==> config.mk <==
export PLATFORM = sky130hd
export DESIGN_NAME = r_channel
export DESIGN_NICKNAME = d
export VERILOG_FILES = /design/src/rtl/r_channel.sv
export SDC_FILE = /design/constraint.sdc
export NUM_CORES = 1
export LEC_CHECK = 0
export ABC_CLOCK_PERIOD_IN_PS = 2450
export CORE_AREA = 4 4 142 157
export CTS_CLUSTER_SIZE = 24
export DETAILED_ROUTE_END_ITERATION = 10
export DIE_AREA = 0 0 146 161
export PLACE_DENSITY_LB_ADDON = 0.2
export SLEW_MARGIN = 20
export SYNTH_ARGS = -nofsm -noshare
export SYNTH_HDL_FRONTEND = slang
export SYNTH_SLANG_ARGS = --single-unit
export TNS_END_PERCENT = 10
==> constraint.sdc <==
create_clock -name aclk -period 2.45 [get_ports aclk]
set_input_delay 0.49 -clock aclk [delete_from_list [all_inputs] [get_ports aclk]]
set_output_delay 0.49 -clock aclk [all_outputs]
set_load 0.01 [all_outputs]
==> src/rtl/r_channel.sv <==
// Read-data return path of the AXI upsizer: packs 1, 2 or 4 narrow slave beats into one
// wide master beat and merges the slave sub-bursts of a split read into one master burst.
module r_channel #(
  parameter int M_DATA_WIDTH    = 128,
  parameter int S_DATA_WIDTH    = 32,
  parameter int RID_WIDTH       = 3,
  parameter int RESP_WIDTH      = 2,
  parameter int XFER_D_IN       = 6,
  parameter int XFER_FIFO_DEPTH = 8
) (
  input  logic                    aclk,
  input  logic                    arst_n,
  input  logic [XFER_D_IN-1:0]    xfer_data_i,
  input  logic                    xfer_wr_valid_i,
  output logic                    xfer_full_o,
  input  logic [RID_WIDTH-1:0]    s_rid,
  input  logic [S_DATA_WIDTH-1:0] s_rdata,
  input  logic [RESP_WIDTH-1:0]   s_rresp,
  input  logic                    s_rlast,
  input  logic                    s_rvalid,
  output logic                    s_rready,
  output logic [RID_WIDTH-1:0]    m_rid,
  output logic [M_DATA_WIDTH-1:0] m_rdata,
  output logic [RESP_WIDTH-1:0]   m_rresp,
  output logic                    m_rlast,
  output logic                    m_rvalid,
  input  logic                    m_rready
);

  localparam int LANES  = M_DATA_WIDTH / S_DATA_WIDTH;
  localparam int LANE_W = (LANES > 1) ? $clog2(LANES) : 1;
  localparam int PTR_W  = $clog2(XFER_FIFO_DEPTH);
  localparam logic [LANE_W-1:0] LANE_ONE = LANE_W'(1);
  localparam logic [PTR_W:0]    PTR_ONE  = (PTR_W + 1)'(1);

  typedef enum logic [1:0] {
    IDLE    = 2'd0,
    LOAD    = 2'd1,
    COLLECT = 2'd2,
    SEND    = 2'd3
  } state_t;

  function automatic logic [2:0] sanitize_n(input logic [2:0] cnt);
    logic [2:0] res;
    case (cnt)
      3'd1, 3'd2, 3'd4: res = cnt;
      default:          res = 3'd1;
    endcase
    return res;
  endfunction

  function automatic logic [2:0] sanitize_t(input logic [2:0] cnt);
    logic [2:0] res;
    if (cnt == 3'd0) res = 3'd1;
    else             res = cnt;
    return res;
  endfunction

  function automatic logic [RESP_WIDTH-1:0] resp_max(input logic [RESP_WIDTH-1:0] a,
                                                     input logic [RESP_WIDTH-1:0] b);
    logic [RESP_WIDTH-1:0] res;
    if (a > b) res = a;
    else       res = b;
    return res;
  endfunction

  state_t                  state_r, state_s;
  logic [XFER_D_IN-1:0]    fifo_mem_r [XFER_FIFO_DEPTH];
  logic [PTR_W:0]          wr_ptr_r, rd_ptr_r;
  logic                    fifo_full_s, fifo_empty_s, push_s, pop_s;
  logic [XFER_D_IN-1:0]    fifo_head_s;
  logic [2:0]              n_r, t_r, txn_r;
  logic [LANE_W-1:0]       lane_r;
  logic [RID_WIDTH-1:0]    rid_r;
  logic [M_DATA_WIDTH-1:0] rdata_r;
  logic [RESP_WIDTH-1:0]   rresp_r;
  logic                    rlast_r;
  logic                    s_hs_s, m_hs_s, close_s;

  assign fifo_empty_s = (wr_ptr_r == rd_ptr_r);
  assign fifo_full_s  = (wr_ptr_r[PTR_W] != rd_ptr_r[PTR_W]) &&
                        (wr_ptr_r[PTR_W-1:0] == rd_ptr_r[PTR_W-1:0]);
  // A push while full is still taken when LOAD frees a slot on the same edge.
  assign pop_s        = (state_r == LOAD);
  assign push_s       = xfer_wr_valid_i && (!fifo_full_s || pop_s);
  assign fifo_head_s  = fifo_mem_r[rd_ptr_r[PTR_W-1:0]];

  assign s_hs_s  = s_rvalid && (state_r == COLLECT);
  assign m_hs_s  = m_rready && (state_r == SEND);
  assign close_s = s_hs_s && (s_rlast || (3'(lane_r) == (n_r - 3'd1)));

  assign xfer_full_o = fifo_full_s;
  assign s_rready    = (state_r == COLLECT);
  assign m_rvalid    = (state_r == SEND);
  assign m_rid       = rid_r;
  assign m_rdata     = rdata_r;
  assign m_rresp     = rresp_r;
  assign m_rlast     = rlast_r;

  // Descriptor storage; contents need no reset because the pointers gate every read.
  always_ff @(posedge aclk) begin
    if (push_s) fifo_mem_r[wr_ptr_r[PTR_W-1:0]] <= xfer_data_i;
  end

  // Descriptor FIFO pointers.
  always_ff @(posedge aclk or negedge arst_n) begin
    if (!arst_n) begin
      wr_ptr_r <= '0;
      rd_ptr_r <= '0;
    end else begin
      if (push_s) wr_ptr_r <= wr_ptr_r + PTR_ONE;
      if (pop_s)  rd_ptr_r <= rd_ptr_r + PTR_ONE;
    end
  end

  // State register.
  always_ff @(posedge aclk or negedge arst_n) begin
    if (!arst_n) state_r <= IDLE;
    else         state_r <= state_s;
  end

  // Next-state decode.
  always_comb begin
    state_s = state_r;
    case (state_r)
      IDLE:    if (!fifo_empty_s) state_s = LOAD;    else state_s = IDLE;
      LOAD:    state_s = COLLECT;
      COLLECT: if (close_s)       state_s = SEND;    else state_s = COLLECT;
      SEND: begin
        if (m_hs_s) begin
          if (rlast_r) state_s = IDLE;
          else         state_s = COLLECT;
        end else begin
          state_s = SEND;
        end
      end
      default: state_s = IDLE;
    endcase
  end

  // Group datapath: descriptor latch, lane packing, response merge and sub-burst count.
  always_ff @(posedge aclk or negedge arst_n) begin
    if (!arst_n) begin
      n_r     <= 3'd1;
      t_r     <= 3'd1;
      txn_r   <= 3'd0;
      lane_r  <= '0;
      rid_r   <= '0;
      rdata_r <= '0;
      rresp_r <= '0;
      rlast_r <= 1'b0;
    end else if (pop_s) begin
      n_r     <= sanitize_n(fifo_head_s[5:3]);
      t_r     <= sanitize_t(fifo_head_s[2:0]);
      txn_r   <= 3'd0;
      lane_r  <= '0;
      rdata_r <= '0;
      rresp_r <= '0;
      rlast_r <= 1'b0;
    end else if (s_hs_s) begin
      for (int i = 0; i < LANES; i++) begin
        if (lane_r == LANE_W'(i)) rdata_r[i*S_DATA_WIDTH +: S_DATA_WIDTH] <= s_rdata;
      end
      rresp_r <= resp_max(rresp_r, s_rresp);
      if (lane_r == '0) rid_r <= s_rid;
      lane_r <= lane_r + LANE_ONE;
      if (s_rlast && (txn_r < (t_r - 3'd1))) txn_r <= txn_r + 3'd1;
      if (close_s) rlast_r <= s_rlast && (txn_r == (t_r - 3'd1));
    end else if (m_hs_s && !rlast_r) begin
      lane_r  <= '0;
      rdata_r <= '0;
      rresp_r <= '0;
    end
  end

endmodule

**Word-level counts from Yosys, hierarchy flattened**

Memories as Yosys holds them, arrays and structs flattened.
Cells that the tools add are included.

- Register bits: 155
- Output and inout bits: 137
- Word-level logic and storage cells: 99
- Memories kept: 1
- RAM bits: 48
- Latch bits: 0
- Bits in read-only memories: 0

- Reductions and logical operators: 28
- Div/mod/pow operators: 0
- Bitwise gates (word level): 1
- $mul: 0
- Mux-type cells: 28
- $lt $le $gt $ge: 2
- Equal/unequal tests: 19
- Add/sub/neg operators: 6
- Shift operators: 0

Memories:

| memory | depth | bits a word | read ports | clocked after memory_dff | write ports | line | RTL |
|---|---|---|---|---|---|---|---|
| fifo_mem_r | 8 | 6 | 1 | 0 | 1 | 68 | `logic [XFER_D_IN-1:0] fifo_mem_r [XFER_FIFO_DEPTH];` |

Operators with widths:

| kind | number |
|---|---|
| $mux 128 | 3 |
| $mux 32 | 4 |
| $mux 2 | 8 |
| $mux 3 | 5 |
| $reduce_and 2->1 | 7 |
| $ne 3x2->1 const B | 4 |
| $add 4x1->4 const B | 2 |
| $eq 2x2->1 const B | 4 |
| $logic_and 1x1->1 | 8 |
| $pmux 2 s4 | 1 |
| $mux 1 | 7 |
| $eq 3x3->1 | 2 |
| $reduce_bool 2->1 | 3 |
| $sub 3x1->3 const B | 2 |
| $eq 2x1->1 const B | 2 |
| $eq 4x4->1 | 1 |
| $logic_not 2->1 | 2 |
| $add 3x1->3 const B | 1 |
| $eq 2x3->1 | 1 |
| $eq 3x1->1 const B | 1 |
| $eq 3x2->1 const B | 1 |
| $eq 3x3->1 const B | 1 |
| $logic_not 3->1 | 1 |
| $lt 3x3->1 | 1 |
| 10 further kinds | 12 |

**Depth between registers and ports, before layout**

- Depth in word-level cells: 7
- Mapped depth: 7
- Mapped depth without buffers: 7

**Worst setup path after synthesis**

OpenSTA, ideal clock, no wires.

- Path kind: reg-to-reg
- From: reg t_r[0]
- To: reg txn_r[2]
- Clock period less this slack: 2075 ps
- Stages on the path, launching flop included: 8
- Library setup time: 77 ps
- Arrival time: 1998 ps
- Path slack: 375 ps
- Path through: dfstp_2 inv_1 ha_1 ha_1 nor2b_1 o21a_1 or4_1 a21oi_1

- Cells in the longest elaborated chain, start to end: 5

Ends and longest elaborated chain:

| what | line | RTL |
|---|---|---|
| from (decl) | 72 | `logic [2:0] n_r, t_r, txn_r;` |
| from (signal assigned) | 154 | `t_r <= sanitize_t(fifo_head_s[2:0]);` |
| $sub 3x1->3 | 167 | `if (s_rlast && (txn_r < (t_r - 3'd1))) txn_r <= txn_r + 3'd1;` |
| $lt 3x3->1 | 167 |  |
| $logic_and 1x1->1 | 167 |  |
| $reduce_bool 2->1 (no line) | -- |  |
| $reduce_and 2->1 (no line) | -- |  |
| to (signal assigned) | 167 |  |
| to (decl) | 72 |  |

Every way passes these cells.
A chain may end at the register's enable or synchronous reset.

**Worst setup path in the final report**

- From: reg state_r[1]
- To: out m_rvalid

- Cells in the longest elaborated chain, start to end: 1

Ends and longest elaborated chain:

| what | line | RTL |
|---|---|---|
| from (decl) | 67 | `state_t state_r, state_s;` |
| from (signal assigned) | 119 | `else state_r <= state_s;` |
| $eq 2x2->1 | 94 | `assign m_rvalid = (state_r == SEND);` |
| to (decl) | 26 | `output logic m_rvalid,` |

Every way passes these cells.

==> results.md <==
- Yosys top cell by area: dfrtp_1
- Cts bufs inserted: 22
- Slew margin rel.: 0.479
- Mapped Area: 8170 sq um
- First-pass GRT wire length: 31.3 mm
- Die X: 146 microns
- Worst-Skew Late Latency: 0.49 ns
- FMAX: 426 MHz
- Power Density: 1250 nW/um^2
- Final setup TNS: 0 ns
- Top_reg_cell synth: dfrtp_1
- Reg clk slew, reported paths: 0.06 ns
- Critical path type: register to primary output
- Ys async rst share: 0.764
- Clock tree from TritonCTS: yes
- I/O Pins: 186
- Total congestion overflow: 0
- RD Place Congestion: 0.831
- TritonRoute pass-1 iters: 4
- VDD IR-drop max: 0.604 mV
- Synth Net Count: 755
- Max-slew violations: 0
- Max-cap violations: 0
- Leak: 4.59 nW
- Area contributors post-synth: dfrtp_1 (47%), edfxtp_1 (18%), nand2_1 (8.0%)
- Register Area: 5330 sq um
- Final period util: 0.957
- Core Box Area: 20600 sq um
- Fillers: 1792
- Worst Skew: 0.00794 ns
- RSZ-0062 raised after global routing: false
- Final min period: 2.35 ns
- Die Span Y: 161 microns
- Worst slack, placed: 0.0875 ns
- Final nets: 948
- Final ANT Viol Nets: 0
- Arr. time, crit path: 1.86 ns
- Setup crit end kind: primary output
- Most common cell in the netlist: nand2_1
- EDFF count, synth: 48
- Top cells by count, synth: nand2_1 (174), dfrtp_1 (153), o21ai_0 (89)
- H-tree levels: 1
- Synthesis-stage register bit count: 203
- Maximum fanout along the worst path: 11
- Worst-margin pin slew: 0.780 ns
- HP Class: register to register
- Netlist cell types: 50
- Final setup viols: 0
- Input/output buffers: 185
- CP required: 1.96 ns
- Via count: 5656
- Initial antenna violation count: 0
- DP HPWL: 13.6 mm
- Total GRT Usage: 0.164
- Routed WL: 19.5 mm
- Via density: 4.90
- Layout Utilization: 0.544
- Hold violation count in the final report: 0
- Yosys warnings: 0
- Antenna Cells: 0
- Startpoint Class: register
- Share of cells above drive strength 1: 0.103
- Status: completed
- Setup ws final: 0.105 ns
- Register area share after synthesis: 0.651
- First DRT Iteration DRCs: 194
- Area Growth Syn to Fin: 37.0%
- Routed WL per cell: 16.8 microns
- # DRC: 0
- Syn Inst Count: 692
- Clk sinks: 203
- Root Buffer: clkbuf_16
- Largest net degree at the start of global routing: 65
- Die ar.: 23500 sq um
- Initial Util: 0.397
- Syn_area_per_cell: 11.8 sq um
- Num rows: 55
- Yosys top cell area share: 0.469
- Clk buf depth: 3
- Vias in the first global route: 5622
- Multi-input gate area: 2620 sq um
## worst paths after layout
check | from | to | slack, ns | cells past startpoint
setup / recovery | state_r[1] | m_rvalid | 0.10 | 3
setup reg to reg | t_r[0] | txn_r[2] | 0.26 | 7
max in group asynchronous | arst_n | m_rdata[123] | 1.20 | 3
hold reg to reg | m_rdata[121] | m_rdata[121] | 0.48 | 2
min in group asynchronous | arst_n | m_rdata[84] | 0.55 | 2
hold / removal | m_rdata[121] | m_rdata[121] | 0.48 | 2
## layout by cell type (no fill, tap or decap), types with 4 or more instances in the layout
master,count
nand3b_1,4
edfxtp_1,48
clkbuf_16,24
a21oi_1,5
inv_1,12
nor2b_1,5
nor3_1,4
mux2_2,4
nor2_1,7
clkdlybuf4s50_1,183
o311ai_4,4
mux4_2,8
dfrtp_2,6
xnor2_1,8
o21ai_1,49
nand2_1,174
dfrtp_1,147
ha_1,14
mux2i_1,9
buf_12,7
buf_4,19
o21ai_0,89
nand4bb_1,4
## where the power goes
group	internal (mW)	leakage, nW	switching, mW
clock network	1.97	0.349	1.28
logic	2.70	1.76	2.92
registers	4.57	2.47	0.606
## cells by family after synthesis
family,synth area share
AOI/OAI and AO/OA,0.118
xor gates and xnor gates,0.0170
adders and majority gates,0.0214
buffers and inverters,0.0334
DFF,0.651
muxes,0.0464
and+or+nand+nor,0.112
## worst max-delay path, stage by stage, from the launching register on
cell and delay (ns):
dfrtp_2 0.48, inv_2 0.16, nor2_1 0.17, clkdlybuf4s50_1 0.56
## layer usage
metal | vias to the layer above | track usage | share of wire
met2 | 165 | 0.280 | 0.49
li1 | 2784 | - | -
met3 | 32 | 0.0295 | 0.053
met1 | 2675 | 0.217 | 0.44
met5 | - | 0 | 0
met4 | 0 | 0.0445 | 0.022
## layout make-up
| type | count | area share |
|---|---|---|
| Timing Repair Buffer | 212 | 0.192 |
| Multi-Input combinational cell | 432 | 0.234 |
| Sequential cell | 203 | 0.476 |
| Tap cell | 256 | 0.0286 |
| Clock buffer | 30 | 0.0583 |
| Inverter | 14 | 0.00469 |
| Clock inverter | 8 | 0.00637 |
## timing repair
item / in CTS / in global routing
setup buffers: 4 / 2
hold endpoints to repair: 11 / 0
pin swaps: 3 / 4
hold buffers: 1 / 0
endpoints found under the setup margin: 3 / 1
gates resized for setup: 9 / 3
## state kept, by name (all words and copies together), names as in the netlist
register	count
m_rdata	128
fifo_mem_r	48
rd_ptr_r	4
wr_ptr_r	4
m_rid	3
n_r	3
t_r	3
txn_r	3
lane_r	2
m_rresp	2
state_r	2
m_rlast	1
## per-stage QoR
stage / std cells / area, sq um / hold WS [ns] / total power, mW
detailed placement: 1110 / 10400 / 0.469 / 10.8
floorplan: 692 / 8170 / 0.194 / 8.02
CTS: 1153 / 11200 / 0.482 / 14.2
finish: 1155 / 11200 / 0.476 / 14.0
global placement: 1110 / 10400 / 0.461 / 10.7
global route: 1155 / 11200 / 0.495 / 15.0
(Power assumes the default switching activity.)
